**config.mk**
```make
export PLATFORM = sky130hd
export DESIGN_NAME = trap_ctrl
export DESIGN_NICKNAME = d
export VERILOG_FILES = /design/src/rtl/trap_ctrl.sv
export SDC_FILE = /design/constraint.sdc
export NUM_CORES = 1
export LEC_CHECK = 0
export ABC_AREA = 0
export BUFFER_PORTS_ARGS = -buffer_cell sky130_fd_sc_hd__buf_2
export CAP_MARGIN = 30
export CORE_MARGIN = 2
export CORE_UTILIZATION = 40
export CTS_BUF_LIST = sky130_fd_sc_hd__clkbuf_4 sky130_fd_sc_hd__clkbuf_8
export DETAILED_ROUTE_END_ITERATION = 6
export PLACE_DENSITY = 0.88
export SYNTH_ARGS = -nofsm -noshare
export SYNTH_HDL_FRONTEND = slang
export SYNTH_SLANG_ARGS = --single-unit
export TNS_END_PERCENT = 10
```
**constraint.sdc**
```tcl
create_clock -name clk -period 2.1 [get_ports clk]
set_input_delay 0.105 -clock clk [delete_from_list [all_inputs] [get_ports clk]]
set_output_delay 0.105 -clock clk [all_outputs]
set_load 0.02 [all_outputs]
```
**src/rtl/trap_ctrl.sv**
```systemverilog
// -----------------------------------------------------------------------------
// trap_ctrl
//
// Trap sequencer for a simple in-order core. It looks for synchronous
// exceptions (misaligned load/store, ebreak, ecall, illegal instruction) and
// level-sensitive external interrupts, and presents one prioritised trap at a
// time to the CSR unit. It raises a one-cycle pipeline flush and tracks
// handler execution until mret.
//
// Ports
//   clk          rising-edge clock
//   rst          asynchronous active-high reset
//   instr        decode-stage instruction; opcode and funct3[1:0] are
//                registered so they line up with the execute-stage address
//   ex_pc        PC of the instruction in execute
//   addr_lo      low two bits of the execute-stage load/store address
//   is_ecall, is_ebreak, is_illegal, is_mret   decode-stage class flags
//   irq, irq_en  interrupt request lines and per-line enables
//   gie          global interrupt enable
//   trap_ack     CSR unit accepts the presented trap
//   trap_valid   trap presented (held until trap_ack)
//   trap_is_irq  1 = interrupt, 0 = exception
//   trap_cause   cause code
//   trap_epc     PC to save in mepc
//   flush        one-cycle flush pulse when a trap is taken
//   in_handler   high while the trap handler is running
//   double_fault sticky flag: exception raised inside the handler
// -----------------------------------------------------------------------------
module trap_ctrl #(
    parameter int XLEN    = 32,
    parameter int N_IRQ   = 4,
    parameter int CAUSE_W = 5
) (
    input  logic               clk,
    input  logic               rst,
    input  logic [31:0]        instr,
    input  logic [XLEN-1:0]    ex_pc,
    input  logic [1:0]         addr_lo,
    input  logic               is_ecall,
    input  logic               is_ebreak,
    input  logic               is_illegal,
    input  logic               is_mret,
    input  logic [N_IRQ-1:0]   irq,
    input  logic [N_IRQ-1:0]   irq_en,
    input  logic               gie,
    input  logic               trap_ack,
    output logic               trap_valid,
    output logic               trap_is_irq,
    output logic [CAUSE_W-1:0] trap_cause,
    output logic [XLEN-1:0]    trap_epc,
    output logic               flush,
    output logic               in_handler,
    output logic               double_fault
);

    localparam logic [6:0] OPC_LOAD  = 7'b0000011;
    localparam logic [6:0] OPC_STORE = 7'b0100011;

    localparam logic [CAUSE_W-1:0] CAUSE_ST_MIS  = CAUSE_W'(5'd6);
    localparam logic [CAUSE_W-1:0] CAUSE_LD_MIS  = CAUSE_W'(5'd4);
    localparam logic [CAUSE_W-1:0] CAUSE_EBREAK  = CAUSE_W'(5'd3);
    localparam logic [CAUSE_W-1:0] CAUSE_ECALL   = CAUSE_W'(5'd11);
    localparam logic [CAUSE_W-1:0] CAUSE_ILLEGAL = CAUSE_W'(5'd2);

    typedef enum logic [1:0] {
        ST_IDLE    = 2'd0,
        ST_REQ     = 2'd1,
        ST_HANDLER = 2'd2
    } state_t;

    // Word access needs addr_lo == 00, halfword needs addr_lo[0] == 0.
    // Byte and doubleword-encoded funct3 values never report misalignment.
    function automatic logic misaligned_f(input logic [6:0] op,
                                          input logic [1:0] f3,
                                          input logic [1:0] lo);
        logic is_mem;
        logic bad;
        is_mem = (op == OPC_LOAD) || (op == OPC_STORE);
        case (f3)
            2'b10:   bad = (lo != 2'b00);
            2'b01:   bad = lo[0];
            default: bad = 1'b0;
        endcase
        return is_mem && bad;
    endfunction

    // Index of the lowest set bit; scanning downward lets the lowest win.
    function automatic logic [4:0] lowest_idx_f(input logic [N_IRQ-1:0] p);
        logic [4:0] idx;
        idx = 5'd0;
        for (int i = N_IRQ - 1; i >= 0; i--) begin
            if (p[i]) begin
                idx = 5'(i);
            end else begin
                idx = idx;
            end
        end
        return idx;
    endfunction

    state_t               state_q;
    logic [6:0]           op_q;
    logic [1:0]           f3_q;
    logic                 trap_valid_q;
    logic                 trap_is_irq_q;
    logic [CAUSE_W-1:0]   trap_cause_q;
    logic [XLEN-1:0]      trap_epc_q;
    logic                 flush_q;
    logic                 in_handler_q;
    logic                 double_fault_q;

    logic                 mis_s;
    logic                 exc_valid_s;
    logic [CAUSE_W-1:0]   exc_cause_s;
    logic [N_IRQ-1:0]     irq_pend_s;
    logic                 irq_hit_s;
    logic [4:0]           irq_idx_s;
    logic [CAUSE_W-1:0]   irq_cause_s;
    logic                 instr_unused_s;

    // Only opcode and funct3[1:0] of the decode instruction matter here.
    assign instr_unused_s = ^{instr[31:14], instr[11:7]};

    // Misalignment uses the opcode registered last cycle against this cycle's address.
    assign mis_s = misaligned_f(op_q, f3_q, addr_lo);

    // Exception priority: misaligned > ebreak > ecall > illegal.
    always_comb begin
        exc_valid_s = 1'b1;
        exc_cause_s = {CAUSE_W{1'b0}};
        if (mis_s) begin
            exc_cause_s = (op_q == OPC_STORE) ? CAUSE_ST_MIS : CAUSE_LD_MIS;
        end else if (is_ebreak) begin
            exc_cause_s = CAUSE_EBREAK;
        end else if (is_ecall) begin
            exc_cause_s = CAUSE_ECALL;
        end else if (is_illegal) begin
            exc_cause_s = CAUSE_ILLEGAL;
        end else begin
            exc_valid_s = 1'b0;
        end
    end

    // Interrupt selection: enabled, globally gated, lowest line first.
    always_comb begin
        irq_pend_s  = irq & irq_en & {N_IRQ{gie}};
        irq_hit_s   = |irq_pend_s;
        irq_idx_s   = lowest_idx_f(irq_pend_s);
        irq_cause_s = CAUSE_W'(5'd16 + irq_idx_s);
    end

    // Trap FSM with all outputs registered.
    always_ff @(posedge clk or posedge rst) begin
        if (rst) begin
            state_q        <= ST_IDLE;
            op_q           <= 7'd0;
            f3_q           <= 2'd0;
            trap_valid_q   <= 1'b0;
            trap_is_irq_q  <= 1'b0;
            trap_cause_q   <= {CAUSE_W{1'b0}};
            trap_epc_q     <= {XLEN{1'b0}};
            flush_q        <= 1'b0;
            in_handler_q   <= 1'b0;
            double_fault_q <= 1'b0;
        end else begin
            op_q    <= instr[6:0];
            f3_q    <= instr[13:12];
            flush_q <= 1'b0;
            case (state_q)
                ST_IDLE: begin
                    // Exceptions beat interrupts; a losing interrupt stays
                    // pending because irq is level-sensitive.
                    if (exc_valid_s) begin
                        state_q       <= ST_REQ;
                        trap_valid_q  <= 1'b1;
                        trap_is_irq_q <= 1'b0;
                        trap_cause_q  <= exc_cause_s;
                        trap_epc_q    <= ex_pc;
                        flush_q       <= 1'b1;
                    end else if (irq_hit_s) begin
                        state_q       <= ST_REQ;
                        trap_valid_q  <= 1'b1;
                        trap_is_irq_q <= 1'b1;
                        trap_cause_q  <= irq_cause_s;
                        trap_epc_q    <= ex_pc;
                        flush_q       <= 1'b1;
                    end else begin
                        state_q <= ST_IDLE;
                    end
                end
                ST_REQ: begin
                    // Payload frozen until the CSR unit takes it.
                    if (trap_ack) begin
                        state_q      <= ST_HANDLER;
                        trap_valid_q <= 1'b0;
                        in_handler_q <= 1'b1;
                    end else begin
                        state_q <= ST_REQ;
                    end
                end
                ST_HANDLER: begin
                    // Interrupts are masked here; an exception wins over mret.
                    if (exc_valid_s) begin
                        double_fault_q <= 1'b1;
                    end else if (is_mret) begin
                        state_q      <= ST_IDLE;
                        in_handler_q <= 1'b0;
                    end else begin
                        state_q <= ST_HANDLER;
                    end
                end
                default: begin
                    state_q      <= ST_IDLE;
                    trap_valid_q <= 1'b0;
                    in_handler_q <= 1'b0;
                end
            endcase
        end
    end

    assign trap_valid   = trap_valid_q;
    assign trap_is_irq  = trap_is_irq_q;
    assign trap_cause   = trap_cause_q;
    assign trap_epc     = trap_epc_q;
    assign flush        = flush_q;
    assign in_handler   = in_handler_q;
    assign double_fault = double_fault_q;

endmodule

```
==> results of run 1 <==
cells by family (layout without fill, tap and decap cells):
logic type      Yosys count  after routing
buf+inv                  14            131
fa+ha+maj                 2              2
mux                      32             32
compound gates           22             22
flops                    52             52
simple gates             21             21
per-stage QoR:
| stage | hold slack (ns) | power [uW] | TNS, ns | setup WS [ns] |
|---|---|---|---|---|
| 2_1_floorplan | 0.136 | 3080 | 0 | 0.0283 |
| 3_3_place_gp | 0.169 | 3630 | 0 | 0.0331 |
| 3_5_place_dp | 0.173 | 3690 | 0 | 0.00863 |
| 4_1_cts | 0.0192 | 4260 | -0.00903 | -0.00850 |
| 5_1_grt | 0.0166 | 4480 | -1.88 | -0.0986 |
| 6_report | 0.0303 | 4210 | 0 | 0.0194 |
sequential cells by signal, indices dropped and copies added (netlist names):
register and count:
double_fault 1, op_q 7, state_q 2, flush 1, f3_q 2, trap_valid 1
trap_is_irq 1, trap_cause 4, in_handler 1, trap_epc 32
worst paths after layout:
path,slack (ns),depth (start not counted),to,from
max in group asynchronous,1.47,4,trap_epc[3],rst
setup reg to reg,0.02,8,trap_epc[5],f3_q[0]
setup / recovery,0.02,8,trap_epc[5],f3_q[0]
hold reg to reg,0.48,1,double_fault,double_fault
min in group asynchronous,0.41,4,trap_epc[13],rst
hold / removal,0.03,2,trap_epc[17],ex_pc[17]
metal layers:
layer | track usage, % | vias up | part of all wire (%)
met2 | 30.4 | 54 | 55
met1 | 17.8 | 744 | 38
met5 | 0 | - | 0
li1 | - | 727 | -
met4 | 5.09 | 0 | 1.0
met3 | 4.03 | 6 | 5.6
cell type report:
cell class                 count  area (um^2)  area share, %
sequential                    52         1300           44.7
timing repair buffer         117          691           23.7
multi-input combinational     77          726           24.9
clock buffer                   6         76.3           2.62
clock inverter                 1         5.00          0.172
tap                           70         87.6           3.01
inverter                       7         26.3          0.902
worst max-delay path, stage by stage, from the launching register on:
cell	delay [ns]
dfrtp_1	0.36
inv_1	0.05
ha_1	0.29
nor4_2	0.23
buf_4	0.16
a2111oi_4	0.08
a21oi_4	0.23
buf_12	0.20
mux2_2	0.35
layout by cell type (no fill, tap or decap), drive strengths merged, types with 2 or more instances in the layout:
| cell type | count |
|---|---|
| a21oi | 6 |
| nand2 | 7 |
| a21o | 2 |
| ha | 2 |
| inv | 7 |
| buf | 107 |
| o21ai | 3 |
| dlygate4sd3 | 10 |
| mux2 | 32 |
| nor2 | 6 |
| o22ai | 3 |
| nor4 | 2 |
| clkbuf | 6 |
| dfrtp | 52 |
what timing repair did:
action / CTS / global route
setup endpoints to repair: 8 / 33
gates resized for setup: 0 / 1
endpoints found under the hold margin: 61 / 0
pin swaps: 1 / 0
hold buffers: 10 / 0
power by group through the flow:
stage	Clock (uW)	Sequential (uW)	Combinational, uW
after CTS	566	1640	2050
after global routing	614	1700	2170
after detailed placement	0	1650	2040
after global placement	0	1630	2000
final	542	1640	2030
after floorplan	0	2100	978
cells in the mapped netlist:
master	n	area [um^2]
dfrtp_1	52	1300
mux2_2	18	203
mux2_4	14	210
inv_1	7	26.3
nand2_1	7	26.3
nor2_1	6	22.5
a21oi_1	5	25.0
o21ai_0	3	15.0
o22ai_1	3	18.8
a21o_1	2	15.0
buf_4	2	15.0
buf_6	2	22.5
clkbuf_1	2	7.51
ha_1	2	25.0
a2111oi_4	1	27.5
a21boi_0	1	7.51
a21oi_2	1	8.76
a221oi_1	1	8.76
a22oi_1	1	7.51
a32o_1	1	10.0
and2_1	1	6.26
buf_12	1	20.0
nand2b_1	1	6.26
nand3_1	1	5.00
nor2b_1	1	6.26
nor4_1	1	6.26
nor4_2	1	12.5
o21bai_1	1	7.51
o221a_2	1	11.3
o32ai_1	1	8.76
or2_2	1	6.26
or4_1	1	7.51
==> impl_metrics.yaml, run 1 <==
timing:
  rsz0062_at_grt: "yes"
  setup_viol: 0
  maxSlewViolCount: 0
  post-route-min-period_ns: 2.08
  relSlewSlack_pct: 76.4
  fmax_mhz: 481
  worstMarginPinSlew_ns: 0.354
  skew_ns: 0.0105
  period_share_pct: 99.1
  hold_viol_final: 0
finish:
  num-nets-final: 344
  fin_cells: 330
  fillCellCount: 442
  design_area_um2: 2910
  final_core_util_pct: 57.0
  areaGrowthSynthToFinish_pct: 38.2
  antenna_cells: 0
  drive_gt1_share_pct: 58.8
worst_setup_path:
  path_class: "register to register"
  crit_required_ns: 2.28
  critPathLaunchType: "register"
  worst-path-max-fanout: 21
  cp_data_arrival_time_ns: 2.26
  cp-end-kind: "register"
clock_network:
  clockRootBuffer: "clkbuf_8"
  clk_latency_ns: 0.30
  post_cts_buffers: 0
  clkSinkCount: 52
  h-tree-depth: 2
  clockBufferDepth: 2
  cts_tree: "built"
  clkTransAtPathRegs_ns: 0.09
  cts_buffers: 5
pwr:
  switching_share_pct: 37.5
  p_leak_uw: 0.00145
  p_clk_share_pct: 12.9
  power.internal_uw: 2630
  power_switching_uw: 1580
  power_frac_comb_pct: 48.2
  powerDensity_nw_per_um2: 1450
  seqPwrFrac_pct: 39.0
  ir_drop_uv: 617
logic_synthesis:
  synthCells: 143
  avgSynthCellArea_um2: 14.7
  synth_mux_area_share_pct: 19.6
  synth-compound-area-share_pct: 8.14
  syn-num-nets: 227
  yosysSeqAreaShare_pct: 61.8
  synth_xor_area_share_pct: 0
  synth_top_family_by_area: "multiplexers"
  ys_types: 32
  synth-simple-area-share_pct: 4.99
  ys_ff_latch: 52
  synthAdderAreaFrac_pct: 1.19
  ys_warn_count: 0
  syn_area_um2: 2110
floorplan:
  core_um2: 5110
  die_area_um2: 5860
  die_h_um: 76.6
  ios: 124
  fp.dieW_um: 76.6
  fp-row-count: 26
  initial_utilization_pct: 41.3
global_route:
  antenna_found_initial: 0
  grt_use_total_pct: 16.2
  grt_pass1_vias: 1648
  grt_max_degree: 53
  grt_pass1_wl_mm: 7.53
  gr-total-overflow: 0
route:
  wirelength_mm: 4.42
  wire_per_inst_um: 13.4
  drtIter0Drc: 36
  antenna_left: 0
  vias: 1531
  drt_first_pass_iters: 4
  drcViolationCount: 0
  avgViaCountPerCell: 4.64
run:
  maxCapViolations: 0
worst_hold_path:
  hold_path.class: "input port to register"
place:
  hpwl_mm: 3.12
  io_buffer_count: 100
  dp_cells: 313
  place_congestion: 0.701
  dpl_cell_area_um2: 2730
outcome:
  status: "finished, final reports clean"
Note: power is estimated with default switching activity, not from simulation.
==> run 2, diff against run 1 <==
==> constraint.sdc (replaced) <==
create_clock -name clk -period 2.1 [get_ports clk]
set_input_delay 0.315 -clock clk [delete_from_list [all_inputs] [get_ports clk]]
set_output_delay 0.315 -clock clk [all_outputs]
set_load 0.02 [all_outputs]
==> run 2 against run 1 <==
Net effect: first-iteration DRC count is 110% higher; global-route usage shrank 0.90 points; the run now ends with setup timing left; largest power group unchanged; sequential share of layout area decreased by 0.99 points; sequential power hardly changed; cell area increased by 2.3%; power rose by 7.5%; die area did not move; maximum frequency down 1.4%; clock skew down 0.0021 ns.
==> impl_metrics.yaml, run 2 (synthesized netlist as in run 1, its figures left out) <==
outcome:
  status: "finished, violations left"
  violations: "setup timing"
worst_setup_path:
  crit_cells: 9
  cp_data_arrival_time_ns: 2.30
  r2r_end: "trap_epc[28]"
  r2r_start: "f3_q[0]"
  critPathTopFamily: "compound AO/OA/AOI/OAI gates"
  worst-path-max-fanout: 7
  crit_slowest_cell: "a2111oi_4"
  cp-end-kind: "register"
  ff2ff_setup_slack_ns: -0.009
  r2r_cells: 9
  critical_path.cell_chain: "inv_2 > ha_4 > nor4_2 > buf_4 > a2111oi_4 > a21oi_4 > buf_12 > clkbuf_16 > mux2_4"
  crit_start: "f3_q[0]"
  worst-path-buf-inv: 4
  max_stage_delay_ns: 0.42
  crit_required_ns: 2.29
  crit_end: "trap_epc[28]"
  critPathLaunchType: "register"
  path_class: "register to register"
floorplan:
  ios: 124
  fp.dieW_um: 76.6
  fp-row-count: 26
  die_h_um: 76.6
  initial_utilization_pct: 41.3
  die_area_um2: 5860
  core_um2: 5110
worst_hold_path:
  hold_path.class: "input port to async pin"
global_route:
  antenna_found_initial: 0
  grt_pass1_wl_mm: 7.20
  grt_max_degree: 29
  grt_pass1_vias: 1569
  grt_use_total_pct: 15.3
  gr-total-overflow: 0
timing:
  period_share_pct: 100
  maxSlewViolCount: 0
  post-route-min-period_ns: 2.11
  hold_slack_ns: 0.0564
  fmax_mhz: 474
  skew_ns: 0.00835
  hold_viol_final: 0
  relSlewSlack_pct: 64.4
  setup_viol: 6
  worstMarginPinSlew_ns: 0.534
  layout_setup_ws_ns: -0.00917
  rsz0062_at_grt: "yes"
finish:
  drive_gt1_share_pct: 64.2
  antenna_cells: 0
  fin_cells: 327
  mostFrequentLayoutCells: "buf_2 (100), dfrtp_1 (52), mux2_2 (18)"
  multi_input_area_um2: 762
  num-nets-final: 340
  final_core_util_pct: 58.3
  fillCellCount: 446
  layout_commonest_cell: "buf_2"
  largest_register_ffs: 32
  seqCellArea_um2: 1300
  areaGrowthSynthToFinish_pct: 41.4
route:
  avgViaCountPerCell: 4.71
  wirelength_mm: 4.66
  drt_first_pass_iters: 4
  drcViolationCount: 0
  wire_per_inst_um: 14.2
  antenna_left: 0
  vias: 1540
  drtIter0Drc: 74
clock_network:
  clkSinkCount: 52
  cts_buffers: 5
  cts_tree: "built"
  clkTransAtPathRegs_ns: 0.09
  h-tree-depth: 2
  clockBufferDepth: 2
  clockRootBuffer: "clkbuf_8"
  postCtsHoldBufs: 0
  clk_latency_ns: 0.29
place:
  io_buffer_count: 100
  dp_cells: 312
  place_congestion: 0.696
  hpwl_mm: 3.29
pwr:
  p_total_uw: 4530
  powerDensity_nw_per_um2: 1520
  p_leak_uw: 0.00147
  ir_drop_uv: 835
run:
  maxCapViolations: 0
==> run 2: layer usage <==
metal	share of wire [%]	up-vias	wire length (um)	global-route usage, %
met5	0	-	0	0
met4	0.26	0	12	2.73
met3	5.0	2	233	3.91
met2	56	56	2590	28.1
met1	39	761	1820	18.2
li1	-	721	-	-
==> run 2: per-stage QoR <==
step	cell area [um^2]	TNS, ns	worst slack [ns]
global route	2980	-2.30	-0.0856
detailed placement	2720	0	0.0118
floorplan	2110	0	0.0283
finish	2980	-0.0334	-0.00917
global placement	2720	0	0.0720
CTS	2820	-0.00613	-0.00613
==> run 2: layout make-up <==
type	count	area share (%)
sequential	52	43.7
multi-input combinational	77	25.6
timing repair buffer	113	23.6
clock buffer	8	3.28
tap	70	2.94
inverter	7	0.882
==> run 2: worst register-to-register path: stages, from the launching register on <==
cell       delay (ns)
dfrtp_1          0.39
inv_2            0.05
ha_4             0.26
nor4_2           0.04
buf_4            0.14
a2111oi_4        0.42
a21oi_4          0.11
buf_12           0.16
clkbuf_16        0.16
mux2_4           0.29
==> run 2: power by group <==
| group | internal (uW) | switching, uW |
|---|---|---|
| clock | 295 | 300 |
| combinational | 1160 | 1120 |
| sequential | 1410 | 234 |
==> run 2: repair_timing <==
item,CTS,global route
gates resized for setup,0,7
setup endpoints to repair,1,34
hold endpoints to repair,0,0
cloned,0,4
pin swaps,0,5
setup buffers,0,4
==> run 2: worst min-delay path by stage <==
| stage | start | to | depth (start not counted) |
|---|---|---|---|
| after floorplan | instr[12] | f3_q[0] | 0 |
| after global placement | rst | trap_epc[9] | 2 |
| after detailed placement | rst | trap_epc[15] | 2 |
| after CTS | rst | trap_epc[15] | 2 |
| after global routing | rst | trap_epc[3] | 2 |
| final | rst | trap_epc[15] | 2 |
==> run 3, diff against run 2 <==
- clock period: 2.1 -> 1.7 ns (I/O delays scaled with it)
==> run 3 against run 2 <==
Net effect: the run still ends with setup timing left; via count fell by 0.71%; critical path type unchanged; global-route usage rose by 0.79 points; maximum frequency rose by 4.6%; die area did not move; power rose by 24%; register-to-register slack got worse by 0.31 ns; clock skew rose by 0.0018 ns; clock-buffer cell count fell by 1; core utilization rose by 0.81 points; clock power rose by 21%; sequential cell count did not move; critical endpoint is now trap_epc[22].
==> impl_metrics.yaml, run 3 (synthesized netlist as in run 1, its figures left out) <==
outcome:
  status: "finished, violations left"
  violations: "setup timing"
timing:
  skew_ns: 0.0101
  worstMarginPinSlew_ns: 0.439
  setup_viol: 40
  timing.setup.tns_ns: -10.31
  rsz0062_at_grt: "yes"
  maxSlewViolCount: 0
  layout_setup_ws_ns: -0.317
  fmax_mhz: 496
  period_share_pct: 119
  post-route-min-period_ns: 2.02
  relSlewSlack_pct: 70.7
  hold_viol_final: 0
worst_setup_path:
  r2r_cells: 6
  path_class: "register to register"
  critical_path.cell_chain: "ha_4 > nor4_4 > a2111oi_4 > a21oi_4 > buf_12 > mux2_4"
  cp_data_arrival_time_ns: 2.19
  cp-end-kind: "register"
  critPathLaunchType: "register"
  crit_slowest_cell: "dfrtp_1"
  crit_start: "f3_q[1]"
  max_stage_delay_ns: 0.42
  crit_required_ns: 1.87
  crit_end: "trap_epc[22]"
  ff2ff_setup_slack_ns: -0.32
  worst-path-max-fanout: 16
  r2r_end: "trap_epc[22]"
  r2r_start: "f3_q[1]"
clock_network:
  clk_latency_ns: 0.29
  h-tree-depth: 2
  cts_tree: "built"
  clockRootBuffer: "clkbuf_8"
  clkSinkCount: 52
  clockBufferDepth: 2
  clkTransAtPathRegs_ns: 0.09
  cts_buffers: 5
floorplan:
  die_h_um: 76.6
  die_area_um2: 5860
  fp-row-count: 26
  initial_utilization_pct: 41.3
  core_um2: 5110
  fp.dieW_um: 76.6
  ios: 124
finish:
  mostFrequentLayoutCells: "buf_2 (100), dfrtp_1 (52), mux2_4 (32)"
  drive_gt1_share_pct: 64.7
  antenna_cells: 0
  num-nets-final: 342
  layout_commonest_cell: "buf_2"
  fin_cells: 328
  largest_register_ffs: 32
  areaGrowthSynthToFinish_pct: 43.3
  final_core_util_pct: 59.1
pwr:
  powerDensity_nw_per_um2: 1850
  p_leak_uw: 0.00153
  ir_drop_uv: 880
global_route:
  gr-total-overflow: 0
  use_met2_pct: 29.3
  grt_max_degree: 33
  grt_pass1_vias: 1617
  antenna_found_initial: 0
  grt_pass1_wl_mm: 7.49
  grt_use_total_pct: 16.1
  met3_usage_pct: 3.91
  grt.busiest_layer: "met2"
  gr-usage-met1_pct: 19.1
route:
  wire_per_inst_um: 13.5
  antenna_left: 0
  avgViaCountPerCell: 4.66
  vias: 1529
  drt_first_pass_iters: 4
  drtIter0Drc: 51
  wirelength_mm: 4.42
  drcViolationCount: 0
run:
  maxCapViolations: 0
place:
  hpwl_mm: 3.31
  io_buffer_count: 100
  dp_cells: 315
  place_congestion: 0.756
worst_hold_path:
  hold_path.class: "input port to register"
==> run 3: what timing repair did <==
| action | in CTS | in global routing |
|---|---|---|
| hold buffers | 1 | 0 |
| setup buffers | 2 | 2 |
| pin swaps | 3 | 0 |
| endpoints found under the hold margin | 20 | 0 |
| endpoints found under the setup margin | 41 | 43 |
| resized for setup | 21 | 8 |
| gates cloned | 1 | 0 |
==> run 3: routing by layer <==
metal	vias up	routed length (um)	share of wire, %
li1	723	-	-
met1	744	1760	40
met2	57	2390	54
met3	5	234	5.3
met4	0	33	0.75
met5	-	0	0
==> run 3: worst min path at each step <==
stage / end / from / cells past startpoint / slack (ns)
global placement: trap_epc[13] / rst / 2 / 0.29
floorplan: f3_q[0] / instr[12] / 0 / 0.29
finish: op_q[5] / instr[5] / 1 / 0.06
detailed placement: trap_epc[12] / rst / 2 / 0.29
global route: op_q[3] / instr[3] / 1 / 0.05
CTS: op_q[2] / instr[2] / 1 / 0.05
==> run 3: stage by stage <==
stage / area, um^2 / hold WS, ns / total power (uW) / worst slack, ns
2_1_floorplan: 2140 / 0.286 / 3820 / -0.277
3_3_place_gp: 2770 / 0.286 / 4540 / -0.318
3_5_place_dp: 2770 / 0.290 / 4630 / -0.441
4_1_cts: 2970 / 0.0529 / 5550 / -0.304
5_1_grt: 3020 / 0.0454 / 5940 / -0.397
6_report: 3020 / 0.0607 / 5600 / -0.317
==> run 3: final cells by class <==
type	instances	area, um^2
Multi-Input combinational cell	77	848
Tap cell	70	87.6
Clock buffer	7	96.3
Timing Repair Buffer	115	661
Fill cell	428	2090
Inverter	7	26.3
Sequential cell	52	1300
==> run 3: report_power, final <==
| part | leakage [uW] | total (uW) | switching [uW] | internal, uW |
|---|---|---|---|---|
| clock network | 0.0000503 | 719 | 357 | 363 |
| registers | 0.000606 | 2020 | 271 | 1750 |
| logic | 0.000874 | 2860 | 1410 | 1450 |
==> run 3: critical path, delay by kind of cell, from the launching register on <==
kind                       cells  cell delay [ns]
AOI/OAI and AO/OA              2             0.40
adders and majority gates      1             0.25
buffers and inverters          1             0.20
DFF                            1             0.42
muxes                          1             0.31
and+or+nand+nor                1             0.30
